--- config.mk ---
export PLATFORM = sky130hd
export DESIGN_NAME = dilithium_lr_sequencer
export DESIGN_NICKNAME = d
export VERILOG_FILES = /design/src/rtl/dilithium_lr_sequencer.sv
export SDC_FILE = /design/constraint.sdc
export NUM_CORES = 1
export LEC_CHECK = 0
export ABC_CLOCK_PERIOD_IN_PS = 3460
export BUFFER_PORTS_ARGS = -buffer_cell sky130_fd_sc_hd__clkbuf_2
export CAP_MARGIN = 40
export CORE_ASPECT_RATIO = 1.25
export CORE_UTILIZATION = 51
export CTS_CLUSTER_SIZE = 14
export DETAILED_ROUTE_END_ITERATION = 16
export GPL_TIMING_DRIVEN = 0
export PLACE_DENSITY = 0.9
export SYNTH_ARGS = -nofsm -noshare
export SYNTH_HDL_FRONTEND = slang
export SYNTH_SLANG_ARGS = --single-unit
--- constraint.sdc ---
create_clock -name clk -period 3.46 [get_ports clk]
set_input_delay 0.519 -clock clk [delete_from_list [all_inputs] [get_ports clk]]
set_output_delay 0.519 -clock clk [all_outputs]
set_load 0.05 [all_outputs]
--- src/rtl/dilithium_lr_sequencer.sv ---
// ============================================================================
// Module   : dilithium_lr_sequencer
// Purpose  : Host-side sequencer for the low-resource Dilithium core; steps a
//            per-mode opcode program and meters payload words to/from the core.
// Revision : 1.0
// ============================================================================
`timescale 1ns/1ps
`default_nettype none

module dilithium_lr_sequencer #(
  parameter int DATA_W     = 32,
  parameter int SEED_WORDS = 8,
  parameter int PK_WORDS   = 328,
  parameter int SK_WORDS   = 640,
  parameter int SIG_WORDS  = 605,
  parameter int MSG_LEN_W  = 16,
  parameter int TIMEOUT_W  = 20
) (
  input  logic                 clk,
  input  logic                 rst_n,
  input  logic                 start,
  input  logic [1:0]           mode,
  input  logic [MSG_LEN_W-1:0] msg_words,
  output logic                 busy,
  output logic                 done,
  output logic                 error,
  output logic                 result,
  input  logic                 valid_i,
  output logic                 ready_i,
  input  logic [DATA_W-1:0]    data_i,
  output logic                 valid_o,
  input  logic                 ready_o,
  output logic [DATA_W-1:0]    data_o,
  output logic [3:0]           op_in,
  output logic                 op_valid_in,
  input  logic                 ready_out,
  output logic [DATA_W-1:0]    data_in,
  output logic                 valid_in,
  input  logic                 ready_rcv_out,
  input  logic [DATA_W-1:0]    data_out,
  input  logic                 valid_out,
  output logic                 ready_rcv_in
);

  localparam int MAX_A   = (SEED_WORDS > PK_WORDS) ? SEED_WORDS : PK_WORDS;
  localparam int MAX_B   = (SK_WORDS > SIG_WORDS) ? SK_WORDS : SIG_WORDS;
  localparam int MAX_FIX = (MAX_A > MAX_B) ? MAX_A : MAX_B;
  localparam int CNT_W   = $clog2(MAX_FIX + 1);
  localparam int LEN_W   = (CNT_W > MSG_LEN_W) ? CNT_W : MSG_LEN_W;

  localparam logic [2:0] S_IDLE   = 3'd0;
  localparam logic [2:0] S_ISSUE  = 3'd1;
  localparam logic [2:0] S_GUARD  = 3'd2;
  localparam logic [2:0] S_XFER   = 3'd3;
  localparam logic [2:0] S_RESULT = 3'd4;
  localparam logic [2:0] S_FINISH = 3'd5;
  localparam logic [2:0] S_DONE   = 3'd6;

  localparam logic [1:0] K_INGEST = 2'd0;
  localparam logic [1:0] K_EXEC   = 2'd1;
  localparam logic [1:0] K_DUMP   = 2'd2;

  localparam logic [1:0] M_KEYGEN  = 2'd0;
  localparam logic [1:0] M_VERIFY  = 2'd1;
  localparam logic [1:0] M_ILLEGAL = 2'd3;

  logic [2:0]           r_state;
  logic [1:0]           r_mode;
  logic [MSG_LEN_W-1:0] r_msg;
  logic [2:0]           r_step;
  logic [LEN_W-1:0]     r_cnt;
  logic [TIMEOUT_W-1:0] r_wdog;
  logic                 r_busy;
  logic                 r_error;
  logic                 r_result;

  logic [3:0]       w_op;
  logic [1:0]       w_kind;
  logic [LEN_W-1:0] w_len;
  logic             w_last;
  logic [2:0]       w_adv_state;
  logic [2:0]       w_nstate;
  logic             w_issue;
  logic             w_xin;
  logic             w_xout;
  logic             w_rslt;
  logic             w_count_st;
  logic             w_timeout;
  logic             w_op_acc;
  logic             w_hs;
  logic             w_res_hs;
  logic             w_cnt_last;

  // Per-mode micro-program: opcode, transfer kind and word count of each step.
  always_comb begin
    w_op   = 4'b0000;
    w_kind = K_EXEC;
    w_len  = '0;
    case (r_mode)
      M_KEYGEN: begin
        case (r_step)
          3'd0:    begin w_op = 4'b1111; w_kind = K_INGEST; w_len = LEN_W'(SEED_WORDS); end
          3'd1:    begin w_op = 4'b0111; end
          3'd2:    begin w_op = 4'b1001; w_kind = K_DUMP;   w_len = LEN_W'(SK_WORDS);   end
          default: begin w_op = 4'b1000; w_kind = K_DUMP;   w_len = LEN_W'(PK_WORDS);   end
        endcase
      end
      M_VERIFY: begin
        case (r_step)
          3'd0:    begin w_op = 4'b1100; w_kind = K_INGEST; w_len = LEN_W'(PK_WORDS);  end
          3'd1:    begin w_op = 4'b0101; end
          3'd2:    begin w_op = 4'b0001; w_kind = K_INGEST; w_len = LEN_W'(r_msg);     end
          3'd3:    begin w_op = 4'b1110; w_kind = K_INGEST; w_len = LEN_W'(SIG_WORDS); end
          default: begin w_op = 4'b0100; end
        endcase
      end
      default: begin
        case (r_step)
          3'd0:    begin w_op = 4'b1101; w_kind = K_INGEST; w_len = LEN_W'(SK_WORDS);  end
          3'd1:    begin w_op = 4'b0011; end
          3'd2:    begin w_op = 4'b0001; w_kind = K_INGEST; w_len = LEN_W'(r_msg);     end
          3'd3:    begin w_op = 4'b0010; end
          default: begin w_op = 4'b1010; w_kind = K_DUMP;   w_len = LEN_W'(SIG_WORDS); end
        endcase
      end
    endcase
  end

  assign w_last      = (r_mode == M_KEYGEN) ? (r_step == 3'd3) : (r_step == 3'd4);
  assign w_adv_state = !w_last ? S_ISSUE : ((r_mode == M_VERIFY) ? S_RESULT : S_FINISH);

  assign w_issue    = (r_state == S_ISSUE);
  assign w_xin      = (r_state == S_XFER) && (w_kind == K_INGEST);
  assign w_xout     = (r_state == S_XFER) && (w_kind == K_DUMP);
  assign w_rslt     = (r_state == S_RESULT);
  assign w_count_st = w_issue || (r_state == S_XFER) || w_rslt || (r_state == S_FINISH);
  assign w_timeout  = w_count_st && (&r_wdog);

  assign w_op_acc   = w_issue && ready_out && !w_timeout;
  assign w_hs       = (w_xin && valid_i && ready_rcv_out) || (w_xout && valid_out && ready_o);
  assign w_res_hs   = w_rslt && valid_out;
  assign w_cnt_last = ((r_cnt + LEN_W'(1)) == w_len);

  always_comb begin
    w_nstate = r_state;
    case (r_state)
      S_IDLE:   if (start) w_nstate = (mode == M_ILLEGAL) ? S_DONE : S_ISSUE;
      S_ISSUE:  if (w_timeout) w_nstate = S_DONE;
                else if (w_op_acc) w_nstate = S_GUARD;
      S_GUARD:  w_nstate = ((w_kind != K_EXEC) && (w_len != '0)) ? S_XFER : w_adv_state;
      S_XFER:   if (w_timeout) w_nstate = S_DONE;
                else if (w_hs && w_cnt_last) w_nstate = w_adv_state;
      S_RESULT: if (w_timeout) w_nstate = S_DONE;
                else if (w_res_hs) w_nstate = S_FINISH;
      S_FINISH: if (w_timeout || ready_out) w_nstate = S_DONE;
      S_DONE:   w_nstate = S_IDLE;
      default:  w_nstate = S_IDLE;
    endcase
  end

  always_ff @(posedge clk or negedge rst_n) begin
    if (!rst_n) begin
      r_state  <= S_IDLE;
      r_mode   <= 2'd0;
      r_msg    <= '0;
      r_step   <= 3'd0;
      r_cnt    <= '0;
      r_wdog   <= '0;
      r_busy   <= 1'b0;
      r_error  <= 1'b0;
      r_result <= 1'b0;
    end else begin
      r_state <= w_nstate;

      // Watchdog measures only stalls: any progress or state change restarts it.
      if ((w_nstate != r_state) || w_op_acc || w_hs || w_res_hs)
        r_wdog <= '0;
      else if (w_count_st)
        r_wdog <= r_wdog + TIMEOUT_W'(1);

      if ((r_state == S_IDLE) && start) begin
        r_mode   <= mode;
        r_msg    <= msg_words;
        r_step   <= 3'd0;
        r_error  <= (mode == M_ILLEGAL);
        r_result <= 1'b0;
        r_busy   <= (mode != M_ILLEGAL);
      end

      if (((r_state == S_GUARD) || (r_state == S_XFER)) && (w_nstate == S_ISSUE))
        r_step <= r_step + 3'd1;

      if (r_state == S_GUARD)
        r_cnt <= '0;
      else if (w_hs)
        r_cnt <= r_cnt + LEN_W'(1);

      if (w_res_hs && !w_timeout)
        r_result <= data_out[0];

      if (w_timeout) begin
        r_error  <= 1'b1;
        r_result <= 1'b0;
      end

      if (r_state == S_DONE)
        r_busy <= 1'b0;
    end
  end

  assign op_in        = w_issue ? w_op : 4'b0000;
  assign op_valid_in  = w_issue && ready_out && !w_timeout;
  assign valid_in     = w_xin && valid_i;
  assign ready_i      = w_xin && ready_rcv_out;
  assign valid_o      = w_xout && valid_out;
  assign ready_rcv_in = (w_xout && ready_o) || w_rslt;
  // Data paths are gated only by reset so every output reads zero while held.
  assign data_in      = rst_n ? data_i : '0;
  assign data_o       = rst_n ? data_out : '0;

  assign busy   = r_busy;
  assign done   = (r_state == S_DONE);
  assign error  = r_error;
  assign result = r_result;

endmodule

`default_nettype wire
==> results.ini, run 1 <==
[route]
vias=5447
maxUsedRoutingLayer=met5
drtIter0Drc=350
vias_per_cell=5.953
ant_nets=0
wl_met1_um=6372
wl_per_cell_um=18.34
finalWirelength_um=16780
wl_met3_um=1640
drc=0
first_pass_iters=5
dr_wl_met2_um=8023

[timing]
min_period_ps=3395
tightest_slew_ps=647.7
fin_ws_ps=65.37
finalCritPeriodShare=0.9811
setup_violations=0
slew_viol_final=0
rsz0062_at_grt=yes
hold_violations=0
skew_ps=9.091
fmax_mhz=294.6
slew_headroom=0.5682
hold_ws_ps=95.10

[job]
cap_viol_max_count=0

[global_routing]
grt.total_usage=0.3497
overflow=0
grt_antenna_before_repair=1
grt_pass1_wl_um=25190
grt_start_max_net_pins=47
grt_pass1_vias=4993

[worst_setup_path]
critPathKind=flop to flop
startpoint_type=flop
endpoint_kind=flop
cp.required_ps=3680
critPathMaxFanout=5
cp.arrival_ps=3620
ff2ff_setup_slack_ps=70

[finish]
final_nets=885
regArea_mm2=0.001578
num_antenna_cells=0
final_util=0.7014
multiInputGateArea_mm2=0.003131
syn_to_final_growth_pct=34.11
layout_common_cells=clkbuf_2, nand2_1, and2_1, dfrtp_1, nor2_1
design_area_mm2=0.006400
drive_gt1_frac=0.3081
final_common_cell=clkbuf_2
nFillCells=731

[power]
clockPowerShare=0.198
power.total_w=0.005116
p_sw_frac=0.4836
leakage_nw=3.015
p_per_area_mw_per_mm2=799.4
seqPwrFrac=0.205
p_int_w=0.002642
pwr-share-comb=0.596
p_switching_w=0.002474
peakVddDrop_v=0.0004198

[synthesis]
ys_types=68
seq_area_frac_synth=0.3304
syn_avg_cell_area_um2=7.993
synth_edf_count=0
syn-num-nets=695
yosysWarnings=0
synth_cells=597
ys_ff_latch=63
ys_async_sr_fraction=1.000
synth_ff_type=dfrtp_1
synth_area_mm2=0.004772

[die]
dieArea_mm2=0.009750
die_h_um=110.2
rows=39
dieWidth_um=88.52
start_util=0.5230
core_area_mm2=0.009125
pin_count=167

[placed_design]
dpl_worst_slack_ps=-538.7
port_buffers=166
placed_cell_area_mm2=0.005799
gp_congestion=1.018
dp.final_hpwl_um=12660

[clock_network]
clk_pin_slew_ps=60
cts_tree=built
clk_latency_ps=340
root_buffer=clkbuf_16
cts_htree_levels=3
clk_path_buf_depth=2
clock_sinks=63
cts_buffers=9

[outcome]
status=completed

[hold_path]
hold_class=input port to asynchronous set/reset pin

==> synthesized netlist by cell type, types with 2 or more instances <==
| library cell | count | share of area |
|---|---|---|
| o211ai_1 | 9 | 0.014 |
| nor3_1 | 7 | 0.0073 |
| buf_4 | 2 | 0.0031 |
| a31oi_1 | 4 | 0.0052 |
| clkbuf_1 | 26 | 0.020 |
| nand3_1 | 27 | 0.028 |
| a21oi_1 | 16 | 0.017 |
| inv_1 | 15 | 0.012 |
| a211oi_2 | 2 | 0.0052 |
| nor3b_1 | 3 | 0.0047 |
| buf_6 | 3 | 0.0071 |
| nand2_1 | 78 | 0.061 |
| buf_1 | 2 | 0.0016 |
| o21bai_1 | 3 | 0.0047 |
| o21ai_0 | 38 | 0.040 |
| buf_2 | 3 | 0.0031 |
| or4_1 | 7 | 0.011 |
| nand2b_1 | 10 | 0.013 |
| nor2_1 | 59 | 0.046 |
| or3_1 | 4 | 0.0052 |
| and4_1 | 6 | 0.011 |
| nand4_1 | 16 | 0.021 |
| and3_1 | 9 | 0.012 |
| nand4_2 | 2 | 0.0052 |
| o221ai_1 | 2 | 0.0037 |
| nor4_1 | 5 | 0.0066 |
| a22oi_1 | 3 | 0.0047 |
| o41ai_1 | 2 | 0.0037 |
| ha_1 | 8 | 0.021 |
| dfrtp_1 | 63 | 0.33 |
| xor2_1 | 20 | 0.037 |
| and2_1 | 69 | 0.090 |
| o31ai_1 | 6 | 0.0094 |
| xnor2_1 | 14 | 0.026 |
| xnor3_1 | 2 | 0.0094 |
| nand4b_1 | 4 | 0.0073 |
| or2_2 | 6 | 0.0079 |
| o21ba_2 | 2 | 0.0042 |
| nor2b_1 | 7 | 0.0092 |
| a211oi_1 | 2 | 0.0031 |
| mux2i_1 | 4 | 0.0084 |
==> registers in the layout, indices dropped and copies added, names as in the netlist <==
signal   count
r_step       3
r_wdog      20
busy         1
error        1
r_cnt       16
r_state      3
r_mode       2
result       1
r_msg       16
==> through the flow <==
| stage | TNS, ps | cells |
|---|---|---|
| finish | 0 | 915 |
| global route | -1115 | 915 |
| CTS | 0 | 907 |
| detailed placement | -14610 | 887 |
| global placement | -18580 | 886 |
| floorplan | 0 | 597 |
==> final timing paths <==
kind                              end  cells after the start          from
max                        r_wdog[10]                     14     r_step[0]
min                          r_cnt[5]                      1         rst_n
max reg2reg                r_wdog[10]                     14     r_step[0]
min reg2reg                  r_msg[8]                      2      r_msg[8]
max in group asynchronous   r_step[0]                      2         rst_n
min in group clk             r_msg[5]                      3  msg_words[5]
==> cell families (layout without fill, tap and decap cells) <==
| kind of cell | count (synthesis) | after routing | share of synthesized area |
|---|---|---|---|
| xor+xnor | 37 | 37 | 0.07682 |
| fa+ha+maj | 8 | 8 | 0.02098 |
| mux | 6 | 6 | 0.01311 |
| simple gates | 324 | 324 | 0.3579 |
| compound gates | 108 | 108 | 0.1536 |
| buf+inv | 51 | 246 | 0.04719 |
| flops | 63 | 63 | 0.3304 |
==> per-layer routing <==
metal,vias to the layer above,GRT usage
met3,59,0.09382
met1,2561,0.4123
met4,2,0.1590
met5,-,0
li1,2472,-
met2,353,0.5901
==> repair_timing <==
item | 4_1_cts | 5_1_grt
setup buffers | 4 | 7
hold buffers | 0 | 0
gates cloned | 0 | 2
pin swaps | 4 | 11
endpoints found under the setup margin | 47 | 34
resized for setup | 8 | 33
==> power groups by stage <==
stage	Clock [W]	Combinational (W)	Sequential, W
2_1_floorplan	0	0.00186	0.00104
3_3_place_gp	0	0.00251	0.00104
3_5_place_dp	0	0.00254	0.00105
4_1_cts	0.00103	0.00267	0.00103
5_1_grt	0.00106	0.00325	0.00106
6_report	0.00101	0.00305	0.00105
==> critical path: stages (launching register included) <==
cell       delay, ps
dfrtp_2          460
ha_4             190
ha_4             170
or4_1            480
o211ai_1         120
buf_4            190
o211ai_1         150
a211oi_2         270
nand4_1          130
buf_6            160
nor4_2           330
o211ai_1         180
o2111ai_4        220
buf_6            170
nor2_1            50
==> cell type report <==
| class | count | area share |
|---|---|---|
| multi-input combinational | 483 | 0.4891 |
| sequential | 63 | 0.2465 |
| timing repair buffer | 180 | 0.1519 |
| clock buffer | 10 | 0.03734 |
| buffer | 35 | 0.02776 |
| tap | 123 | 0.02405 |
| clock inverter | 6 | 0.01447 |
| inverter | 15 | 0.008798 |
Note: power is estimated with default switching activity, not from simulation.
==> inputs of run 2 (changes only) <==
--- a/config.mk
+++ b/config.mk
@@ -5,7 +5,7 @@
 export SDC_FILE = /design/constraint.sdc
 export NUM_CORES = 1
 export LEC_CHECK = 0
-export ABC_CLOCK_PERIOD_IN_PS = 3460
+export ABC_CLOCK_PERIOD_IN_PS = 3300
 export BUFFER_PORTS_ARGS = -buffer_cell sky130_fd_sc_hd__clkbuf_2
 export CAP_MARGIN = 40
 export CORE_ASPECT_RATIO = 1.25
@@ -14,6 +14,7 @@
 export DETAILED_ROUTE_END_ITERATION = 16
 export GPL_TIMING_DRIVEN = 0
 export PLACE_DENSITY = 0.9
+export SLEW_MARGIN = 20
 export SYNTH_ARGS = -nofsm -noshare
 export SYNTH_HDL_FRONTEND = slang
 export SYNTH_SLANG_ARGS = --single-unit
==> constraint.sdc (replaced) <==
create_clock -name clk -period 3.3 [get_ports clk]
set_input_delay 0.495 -clock clk [delete_from_list [all_inputs] [get_ports clk]]
set_output_delay 0.495 -clock clk [all_outputs]
set_load 0.05 [all_outputs]
==> run 2 against run 1 <==
The run now ends with setup timing left. Register-to-register slack lost 90 ps. Routed wire length is 2.8% higher. First-iteration DRC count up 11%. Hold slack worse by 25 ps. Critical path depth is 1 lower. Clock-buffer cell count unchanged. Die area unchanged. Highest routed layer unchanged. Total power increased by 7.2%. Critical path type unchanged. Via count grew 0.57%.
==> results.ini, run 2 (synthesis results as in run 1) <==
[outcome]
status=finished with violations
violations=setup timing

[die]
dieArea_mm2=0.009750
pin_count=167
rows=39
core_area_mm2=0.009125
start_util=0.5230
die_h_um=110.2
dieWidth_um=88.52

[worst_setup_path]
critPathMaxFanout=10
startpoint_type=flop
endpoint_kind=flop
crit_start=r_step[1]
critPathKind=flop to flop
reg2reg_from=r_step[1]
cp.arrival_ps=3550
cp_cell_sequence=buf_6 -> ha_4 -> nor2b_1 -> clkbuf_2 -> a221o_1 -> o21ai_0 -> nand4b_1 -> o311ai_4 -> o311a_1 -> o211ai_1 -> o2111ai_4 -> buf_6 -> nor2_1
ff2ff_setup_slack_ps=-20
cp.required_ps=3530
critPathMostFrequentCell=buf_6
worst_r2r_path_depth=13
rr_endpoint=r_wdog[11]
worst_path_largest_cell_delay_ps=440
cpMaxStageDelayCell=dfrtp_1

[timing]
skew_ps=9.535
tns_ps=-130.2
min_period_ps=3323
slew_headroom=0.5532
setup_violations=16
tightest_slew_ps=670.2
finalCritPeriodShare=1.007
fmax_mhz=300.9
slew_viol_final=0
hold_violations=0
fin_ws_ps=-23.16
rsz0062_at_grt=yes

[hold_path]
hold_class=input port to asynchronous set/reset pin

[finish]
layout_common_cells=clkbuf_2, nand2_1, and2_1, dfrtp_1, nor2_1
reg_top3=r_wdog x20, r_cnt x16, r_msg x16
largest_register=r_wdog
num_antenna_cells=0
final_common_cell=clkbuf_2
syn_to_final_growth_pct=35.63
final_nets=886
largest_reg_flops=20
drive_gt1_frac=0.3317

[power]
p_int_w=0.002823
peakVddDrop_v=0.0004599
p_sw_frac=0.4851
clockPowerShare=0.196
p_switching_w=0.002659
p_per_area_mw_per_mm2=847.0
seqPwrFrac=0.201
pwr-share-comb=0.603
leakage_nw=3.029

[clock_network]
cts_buffers=9
clk_latency_ps=340
root_buffer=clkbuf_16
clk_pin_slew_ps=60
cts_tree=built
clock_sinks=63
clk_path_buf_depth=2
cts_htree_levels=3
hold_buffers=0

[global_routing]
overflow=0
grt_use_met2=0.5890
met3_usage=0.1117
grt.total_usage=0.3502
grt_pass1_vias=5033
busiest_layer=met2
grt_pass1_wl_um=25260
grt_antenna_before_repair=3
use_met1=0.3968
grt_start_max_net_pins=47

[route]
ant_nets=0
finalWirelength_um=17250
drtIter0Drc=390
vias_per_cell=5.980
wl_per_cell_um=18.83
vias=5478
first_pass_iters=5
drc=0

[placed_design]
gp_congestion=1.018
dpl_worst_slack_ps=-698.7
dp.final_hpwl_um=12660
port_buffers=166

[job]
cap_viol_max_count=0

## run 2: how the worst max path moves through the flow
stage	end	cells past startpoint
after floorplan	r_step[1]	11
after global placement	r_step[1]	12
after detailed placement	r_step[1]	12
after CTS	r_wdog[2]	14
after global routing	r_wdog[8]	13
final	r_wdog[11]	13
## run 2: timing repair
action                                  CTS  global route
pin swaps                                 9            12
gates cloned                              0             2
endpoints found under the setup margin   48            37
buffers inserted                          5             7
resized for setup                        16            48
## run 2: stage by stage
stage	instance area [µm²]	hold slack (ps)	total power, W	utilization	std cells
6_report	6472	69.98	0.005482	0.7093	916
5_1_grt	6472	82.81	0.005735	0.7093	916
4_1_cts	6235	62.98	0.005014	0.6833	907
3_5_place_dp	5799	426.0	0.003764	0.6355	887
3_3_place_gp	5769	464.0	0.003722	0.6323	886
2_1_floorplan	4785	199.4	0.003043	-	597
## run 2: worst max-delay path, delay by kind of cell, from the launching register on
kind,cells,cell delay (ps)
compound gates,6,1660
buf+inv,3,540
flops,1,440
fa+ha+maj,1,170
simple gates,3,380
## run 2: final cells by class
type / count / area (µm²)
buffer: 35 / 187.7
sequential: 63 / 1578
clock inverter: 6 / 92.59
tap: 123 / 153.9
inverter: 15 / 56.30
multi-input combinational: 483 / 3178
fill: 738 / 2653
timing repair buffer: 181 / 987.2
clock buffer: 10 / 239.0
## run 2: power groups by stage
stage | clock network [W] | registers (W) | logic [W]
2_1_floorplan | 0 | 0.00109 | 0.00195
3_3_place_gp | 0 | 0.00109 | 0.00263
3_5_place_dp | 0 | 0.00110 | 0.00267
4_1_cts | 0.00108 | 0.00108 | 0.00285
5_1_grt | 0.00112 | 0.00112 | 0.00350
6_report | 0.00107 | 0.00110 | 0.00331
## run 2: metal layers
layer  routed length [µm]  share of wire  up-vias
li1                     -              -     2469
met1                 6391           0.37     2570
met2                 8359           0.48      355
met3                 1612          0.093       78
met4                  850          0.049        6
met5                   37         0.0021        -
